File: config.mk
export PLATFORM = sky130hd
export DESIGN_NAME = uart_tx_ctrl
export DESIGN_NICKNAME = d
export VERILOG_FILES = /design/src/rtl/uart_pkg.sv /design/src/rtl/baud_tick_counter.sv /design/src/rtl/uart_tx_ctrl.sv
export SDC_FILE = /design/constraint.sdc
export NUM_CORES = 1
export LEC_CHECK = 0
export BUFFER_PORTS_ARGS = -buffer_cell sky130_fd_sc_hd__buf_4
export CAP_MARGIN = 0
export CORE_UTILIZATION = 30
export CTS_CLUSTER_SIZE = 25
export DETAILED_ROUTE_END_ITERATION = 8
export HOLD_SLACK_MARGIN = 0.03
export PLACE_DENSITY_LB_ADDON = 0.12
export SLEW_MARGIN = 30
export SYNTH_ARGS = -nofsm -noshare
export SYNTH_HDL_FRONTEND = slang
export SYNTH_SLANG_ARGS = --single-unit
File: constraint.sdc
create_clock -name clk -period 2.7 [get_ports clk]
set_input_delay 0.135 -clock clk [delete_from_list [all_inputs] [get_ports clk]]
set_output_delay 0.135 -clock clk [all_outputs]
set_load 0.1 [all_outputs]
File: src/rtl/uart_pkg.sv
`default_nettype none
// ======================================================================
// uart_pkg: shared UART states, line levels and frame helpers. Rev 1.0
// ======================================================================
package uart_pkg;

   typedef enum logic [2:0] {
      IDLE   = 3'd0,
      START  = 3'd1,
      DATA   = 3'd2,
      PARITY = 3'd3,
      STOP   = 3'd4
   } tx_state_t;

   localparam logic c_LINE_IDLE  = 1'b1;
   localparam logic c_LINE_START = 1'b0;

   // Baud ticks occupied by one complete frame.
   function automatic int unsigned frame_ticks(input int unsigned data_width,
                                               input int unsigned oversample,
                                               input int unsigned parity_en,
                                               input int unsigned stop_bits);
      return (1 + data_width + parity_en + stop_bits) * oversample;
   endfunction

endpackage
`default_nettype wire

File: src/rtl/baud_tick_counter.sv
`default_nettype none
// ======================================================================
// baud_tick_counter: modulo-OVERSAMPLE tick counter with bit_end. Rev 1.0
// ======================================================================
module baud_tick_counter #(
   parameter int OVERSAMPLE = 16
) (
   input  logic clk,
   input  logic rst,
   input  logic clr_i,
   input  logic tick_i,
   output logic bit_end_o
);

   localparam int              CW     = $clog2(OVERSAMPLE);
   localparam logic [CW-1:0]   c_LAST = CW'(OVERSAMPLE - 1);

   logic [CW-1:0] cnt_q;
   logic [CW-1:0] cnt_d;

   assign bit_end_o = tick_i && (cnt_q == c_LAST);

   // Clear wins over a coincident tick so a new bit always starts at zero.
   always_comb begin
      cnt_d = cnt_q;
      if (clr_i) begin
         cnt_d = '0;
      end else if (tick_i) begin
         cnt_d = bit_end_o ? '0 : cnt_q + CW'(1);
      end
   end

   always_ff @(posedge clk) begin
      if (rst) begin
         cnt_q <= '0;
      end else begin
         cnt_q <= cnt_d;
      end
   end

endmodule
`default_nettype wire

File: src/rtl/uart_tx_ctrl.sv
`default_nettype none
// ======================================================================
// uart_tx_ctrl: UART transmit sequencer driving an external shifter. Rev 1.0
// ======================================================================
module uart_tx_ctrl
   import uart_pkg::*;
#(
   parameter int   DATA_WIDTH = 8,
   parameter int   OVERSAMPLE = 16,
   parameter logic PARITY_EN  = 1'b0,
   parameter logic PARITY_ODD = 1'b0,
   parameter int   STOP_BITS  = 1
) (
   input  logic                  clk,
   input  logic                  rst,
   input  logic                  baud_tick,
   input  logic [DATA_WIDTH-1:0] tx_data,
   input  logic                  tx_valid,
   output logic                  tx_ready,
   output logic                  busy,
   output logic                  tx,
   output logic                  sr_load,
   output logic                  sr_shift,
   output logic [DATA_WIDTH-1:0] sr_data_p,
   output logic                  sr_data_in_s,
   input  logic                  sr_data_out_s
);

   localparam int              BCW         = $clog2(DATA_WIDTH + 1);
   localparam logic [BCW-1:0]  c_LAST_DATA = BCW'(DATA_WIDTH - 1);
   localparam logic [BCW-1:0]  c_LAST_STOP = BCW'(STOP_BITS - 1);

   tx_state_t      state_q;
   tx_state_t      state_d;
   logic [BCW-1:0] bit_cnt_q;
   logic [BCW-1:0] bit_cnt_d;
   logic           parity_q;
   logic           parity_d;

   logic           w_accept;
   logic           w_tick_en;
   logic           w_bit_end;
   logic           w_shift;

   assign tx_ready     = (state_q == IDLE);
   assign busy         = !tx_ready;
   assign w_accept     = tx_valid && tx_ready && !rst;
   assign sr_load      = w_accept;
   assign sr_data_p    = tx_data;
   assign sr_data_in_s = 1'b1;
   assign sr_shift     = w_shift;

   // Ticks are only counted inside a frame, so a tick in the accept cycle is dropped.
   assign w_tick_en = baud_tick && (state_q != IDLE);

   baud_tick_counter #(
      .OVERSAMPLE (OVERSAMPLE)
   ) u_tick_cnt (
      .clk       (clk),
      .rst       (rst),
      .clr_i     (w_accept),
      .tick_i    (w_tick_en),
      .bit_end_o (w_bit_end)
   );

   always_comb begin
      state_d   = state_q;
      bit_cnt_d = bit_cnt_q;
      parity_d  = parity_q;
      w_shift   = 1'b0;
      case (state_q)
         IDLE: begin
            if (w_accept) begin
               state_d   = START;
               bit_cnt_d = '0;
               parity_d  = (^tx_data) ^ PARITY_ODD;
            end
         end
         START: begin
            if (w_bit_end) begin
               state_d = DATA;
            end
         end
         DATA: begin
            if (w_bit_end) begin
               w_shift = 1'b1;
               if (bit_cnt_q == c_LAST_DATA) begin
                  bit_cnt_d = '0;
                  state_d   = PARITY_EN ? PARITY : STOP;
               end else begin
                  bit_cnt_d = bit_cnt_q + BCW'(1);
               end
            end
         end
         PARITY: begin
            if (w_bit_end) begin
               state_d = STOP;
            end
         end
         STOP: begin
            if (w_bit_end) begin
               if (bit_cnt_q == c_LAST_STOP) begin
                  bit_cnt_d = '0;
                  state_d   = IDLE;
               end else begin
                  bit_cnt_d = bit_cnt_q + BCW'(1);
               end
            end
         end
         default: begin
            state_d = IDLE;
         end
      endcase
   end

   always_ff @(posedge clk) begin
      if (rst) begin
         state_q   <= IDLE;
         bit_cnt_q <= '0;
         parity_q  <= 1'b0;
      end else begin
         state_q   <= state_d;
         bit_cnt_q <= bit_cnt_d;
         parity_q  <= parity_d;
      end
   end

   // Line level is a pure mux of the registered state.
   always_comb begin
      tx = c_LINE_IDLE;
      case (state_q)
         IDLE:    tx = c_LINE_IDLE;
         START:   tx = c_LINE_START;
         DATA:    tx = sr_data_out_s;
         PARITY:  tx = parity_q;
         STOP:    tx = c_LINE_IDLE;
         default: tx = c_LINE_IDLE;
      endcase
   end

endmodule
`default_nettype wire

Word-level counts from Yosys, hierarchy flattened

Index checks and enable logic that the tools add are counted.

Register bits after elaboration: 12
Input bits: 13
Output and inout bits: 14

Add/sub/neg operators: 2
Equality and inequality tests: 13
Muxes and demuxes: 18
Reductions and logical operators: 15

Operators by type and width:

| operator                                                                 | number |
|---|---|
| 4-bit 2-to-1 mux                                                         | 6 |
| 3-bit 2-to-1 mux                                                         | 7 |
| 3-bit case mux with 5 select lines                                       | 1 |
| 4-bit case mux with 3 select lines                                       | 1 |
| 2-bit by 1-bit inequality test with 1-bit output (second input constant) | 5 |
| 4-bit by 1-bit adder with 4-bit output (second input constant)           | 2 |
| 8-bit XOR reduction                                                      | 1 |
| 7-bit AND reduction                                                      | 1 |
| 3-bit by 2-bit == test with 1-bit output (second input constant)         | 2 |
| 3-bit nonzero test                                                       | 2 |
| 4-bit by 3-bit == test with 1-bit output (second input constant)         | 1 |
| 4-bit == test (second input constant)                                    | 1 |
| 1-bit logical AND                                                        | 4 |
| 4-bit logical NOT                                                        | 1 |
| 2-bit inequality test (second input constant)                            | 2 |
| 4-bit AND reduction                                                      | 1 |
| 3-bit by 1-bit == test with 1-bit output (second input constant)         | 1 |
| 3-bit == test (second input constant)                                    | 1 |
| 3-bit logical NOT                                                        | 1 |
| 1-bit case mux with 3 select lines                                       | 1 |
| 1-bit logical NOT                                                        | 2 |
| 1-bit 2-to-1 mux                                                         | 2 |
| 2-bit AND reduction                                                      | 1 |
| 2-bit OR reduction                                                       | 1 |

Longest topological paths before layout

Depth after elaboration: 5
Gate-level depth with buffers: 6

Hierarchy

From an unflattened synthesis, not the netlist that was laid out.

Cell total of the unflattened synthesis: 111
Area total of the unflattened synthesis: 884.6 sq um

Modules (own cells, without submodules):

| module            | instances | cells each | area each (sq um) |
|---|---|---|---|
| uart_tx_ctrl      | 1         | 90         | 691.9 |
| baud_tick_counter | 1         | 21         | 192.7 |

Least setup slack after synthesis

No wires, ideal clock.

Path type: register to output
Start: reg state_q[1]
End: out sr_shift
Arrival time: 2.894 ns
Data required time: 2.565 ns
Slack: -0.329 ns
Cell stages (with the launch flop): 3
Buffers on the path: 0
Path through: dfxtp_1 > or3b_2 > nor3_1

Cells in the longest elaborated chain, start to end: 5
Elaborated cells between the ends (all ways): 6
Classes of those cells: eq/ne (1); mux (2); reduce/logical (3)

Ends and longest elaborated chain:

| item                     | RTL line                | text |
|---|---|---|
| start: declaration       | uart_tx_ctrl.sv:33      | `tx_state_t state_q;` |
| start signal: assignment | uart_tx_ctrl.sv:122     | `state_q <= state_d;` |
| 3-bit nonzero test       | uart_tx_ctrl.sv:54      | `assign w_tick_en = baud_tick && (state_q != IDLE);` |
| 1-bit logical AND        | uart_tx_ctrl.sv:54      |  |
| 1-bit logical AND        | baud_tick_counter.sv:21 | `assign bit_end_o = tick_i && (cnt_q == c_LAST);` |
| 1-bit 2-to-1 mux         | uart_tx_ctrl.sv:85      | `if (w_bit_end) begin` |
| 1-bit 2-to-1 mux (*)     | uart_tx_ctrl.sv:71      | `case (state_q)` |
| end: declaration         | uart_tx_ctrl.sv:23      | `output logic sr_shift,` |

Every way passes the cells marked *; elsewhere a longest branch is shown, timed or not.

Final worst setup path

Same ends and word-level chain as after synthesis.

==> impl_summary.log <==
INFO  metric dominantRegCellSynth = sky130_fd_sc_hd__dfxtp_1
INFO  metric source_to_sink_clock_delay_at_the_later_pin_of_the_worst_skew_pair = about 0.27 ns
INFO  metric timing.final.setup_violations = 0
INFO  metric dpl_hpwl = 1380 um
INFO  metric htree_levels = 1
INFO  metric grt_pass1_vias = 711
INFO  metric worst-endpoint-arrival = 1.86 ns
INFO  metric syn-num-nets = between 100 and 150
INFO  metric vdd_drop_max = ~210 uV
INFO  metric crit_type = flop to primary output
INFO  metric number_of_enable_flip_flop_cells_after_synthesis = 0
INFO  metric finalMaxSlewViolations = 0
INFO  metric setup-tns-final = 0 ns
INFO  metric post_cts.resized_instances = 0
INFO  metric cts_inserted_buffers = 3
INFO  metric start_util = 32.7%
INFO  metric antenna_left = 0
INFO  metric post_synth_most_frequent_cells = sky130_fd_sc_hd__dfxtp_1 (12), sky130_fd_sc_hd__buf_4 (10), sky130_fd_sc_hd__nand2_1 (9)
INFO  metric route.vias.total = 778
INFO  metric core = 2830 um2
INFO  metric num-fill-cells = 307
INFO  metric fin_worst_skew = 0.0104 ns
INFO  metric power.combinational.fraction = a little under two fifths
INFO  metric report.final.hold_viol_count = 0
INFO  metric swShare = 39.6%
INFO  metric power_frac_clock = 26.7%
INFO  metric leakage = 0.000419 uW
INFO  metric synth_top_cells_by_area = sky130_fd_sc_hd__dfxtp_1 (26%), sky130_fd_sc_hd__buf_4 (8.1%), sky130_fd_sc_hd__xnor2_1 (6.6%), sky130_fd_sc_hd__a21oi_1 (4.3%), sky130_fd_sc_hd__mux2i_1 (4.3%)
INFO  metric setup_crit_start_kind = flop
INFO  metric cts_max_path_buffers = 2
INFO  metric detail_route.wirelength = 1790 um
INFO  metric place_congestion = 0.741
INFO  metric period_minus_slack = 2.00 ns
INFO  metric die-width = 57.6 um
INFO  metric cts.root.buffer_cell = sky130_fd_sc_hd__clkbuf_4
INFO  metric io_buffer_count = 25
INFO  metric first_iter_violations = 38
INFO  metric clk_pin_slew_worst_paths = around 0.08 ns
INFO  metric yosys.cell_count.top_type = sky130_fd_sc_hd__dfxtp_1
INFO  metric cell_area_synth = 926 um2
INFO  metric grt_max_degree = 16
INFO  metric hold_buffers = 0
INFO  metric detailedRoute.firstPassIterationCount = 6
INFO  metric antenna_found_initial = 0
INFO  metric clock_sinks = 12
INFO  metric drc_errors = 1
INFO  metric number_of_nets_in_the_finished_design = 141
INFO  metric synthDistinctLibCells = 42
INFO  metric syn_to_final_growth = 18.6%
INFO  metric final_core_occ = 38.8%
INFO  metric ys.warnings.count = 0
INFO  metric routed_wire_length_per_instance = 11.6 um
INFO  metric hp-class = input pin to flop
INFO  metric routed_via_density = 5.02
INFO  metric die-area = 3310 um2
INFO  metric tritoncts = yes
INFO  metric overflow = 0
INFO  metric final_min_period_over_clock_period = 73.9%
INFO  metric failed_checks = DRC
INFO  metric netlist_instances = roughly 110
INFO  metric fmaxAchievable = 501 MHz
INFO  metric totalPowerFinal = 540 uW
INFO  metric proportion_of_layout_cells_with_a_drive_suffix_above_1 = roughly 36%
INFO  metric status = finished, violations left
INFO  metric type_of_element_capturing_the_critical_path = primary output
INFO  metric register_area_share_after_synthesis = 25.9%
INFO  metric postSynthRegisterBits = 12
INFO  metric power_density = 492 nW/um2
INFO  metric cell_internal_power = 327 uW
INFO  metric all_layer_gr_usage = 11.5%
INFO  metric rsz0062_at_grt = false
INFO  metric worst-path-max-fanout = 13
INFO  metric core.rowCount = 19
INFO  metric p_seq_share = about 36%
INFO  metric grt_pass1_wl = between 2000 and 3000 um
INFO  metric cts_setup_buffers = 0
INFO  metric insertedDiodeCount = 0
INFO  metric syn-mean-instance-area = 8.57 um2
INFO  metric asyncSetResetFlopFracSynth = 0%
INFO  metric netSwitchingPower = 214 uW
INFO  metric crit_required = between 2 and 3 ns
INFO  metric yosysTopAreaCell = sky130_fd_sc_hd__dfxtp_1
INFO  metric cap_violations = 0
INFO  metric die_height = 57.6 um
INFO  metric yosysTopAreaCellShare = 25.9%
INFO  metric io-pin-count = 27
==> cells in the final DEF (no fill, tap or decap), types with 2 or more instances in the layout <==
master                      n
sky130_fd_sc_hd__clkbuf_4   3
sky130_fd_sc_hd__or3b_2     3
sky130_fd_sc_hd__buf_4     25
sky130_fd_sc_hd__or2b_1     2
sky130_fd_sc_hd__ha_1       3
sky130_fd_sc_hd__nor2_1     7
sky130_fd_sc_hd__dfxtp_1   12
sky130_fd_sc_hd__o21ai_0    2
sky130_fd_sc_hd__xnor2_1    7
sky130_fd_sc_hd__nor3b_1    2
sky130_fd_sc_hd__or3_1      2
sky130_fd_sc_hd__a21oi_1    8
sky130_fd_sc_hd__inv_1      5
sky130_fd_sc_hd__nand3_1    3
sky130_fd_sc_hd__or2_2      2
sky130_fd_sc_hd__xor2_1     2
sky130_fd_sc_hd__mux2i_1    4
sky130_fd_sc_hd__nand2_1    9
==> registers in the layout (all words and copies together), names as in the netlist <==
| signal | flops |
|---|---|
| bit_cnt_q | 4 |
| u_tick_cnt.cnt_q | 4 |
| state_q | 3 |
| parity_q | 1 |
==> cell families after synthesis <==
logic type | count (synthesis) | synth area share, %
buf+inv | 18 | 12.3
flops | 12 | 25.9
xor+xnor | 9 | 8.51
simple gates | 43 | 29.1
other cells | 1 | 0.405
fa+ha+maj | 3 | 4.05
compound gates | 18 | 15.4
mux | 4 | 4.32
==> layout make-up <==
type,instances,area (um2),share of cell area (%)
clock buffer,4,36.3,3.30
inverter,5,18.8,1.71
multi-input combinational,78,577,52.5
sequential,12,240,21.9
tap,31,38.8,3.53
timing repair buffer,25,188,17.1
==> power groups by stage <==
stage          Clock [uW]  Sequential [uW]  Combinational [uW]
3_5_place_dp            0              197                 204
5_1_grt               161              195                 212
6_report              144              193                 203
2_1_floorplan           0              190                 177
3_3_place_gp            0              197                 205
4_1_cts               152              193                 205
==> metrics by stage <==
stage / setup WS (ns) / hold WS (ns) / cell area (um2) / std cells
finish: 0.705 / 0.148 / 1100 / 155
global route: 0.601 / 0.157 / 1100 / 155
CTS: 0.688 / 0.137 / 1100 / 155
detailed placement: 1.01 / 0.442 / 1060 / 151
global placement: 1.02 / 0.438 / 1060 / 151
floorplan: 0.121 / 0.324 / 931 / 108
==> path summary, 6_finish.rpt <==
| path | start | endpoint | slack (ns) | cells past startpoint |
|---|---|---|---|---|
| setup reg to reg | state_q[1] | state_q[2] | 1.00 | 4 |
| hold / removal | rst | bit_cnt_q[1] | 0.15 | 2 |
| hold reg to reg | parity_q | parity_q | 0.45 | 2 |
| setup / recovery | state_q[1] | sr_shift | 0.70 | 3 |
==> critical path, cell delays in order, from the launching register on <==
cell,delay (ns)
sky130_fd_sc_hd__dfxtp_1,0.56
sky130_fd_sc_hd__or3b_2,0.54
sky130_fd_sc_hd__nor3_2,0.17
sky130_fd_sc_hd__buf_4,0.31
==> routing by layer <==
layer,vias to the layer above,routed length [um],track usage (%),part of all wire [%]
li1,401,-,-,-
met1,345,914,14.5,51
met2,28,755,19.1,42
met3,4,90,2.04,5.0
met4,0,34,5.23,1.9
met5,-,0,0,0
Power figures use the tool's default switching activity.
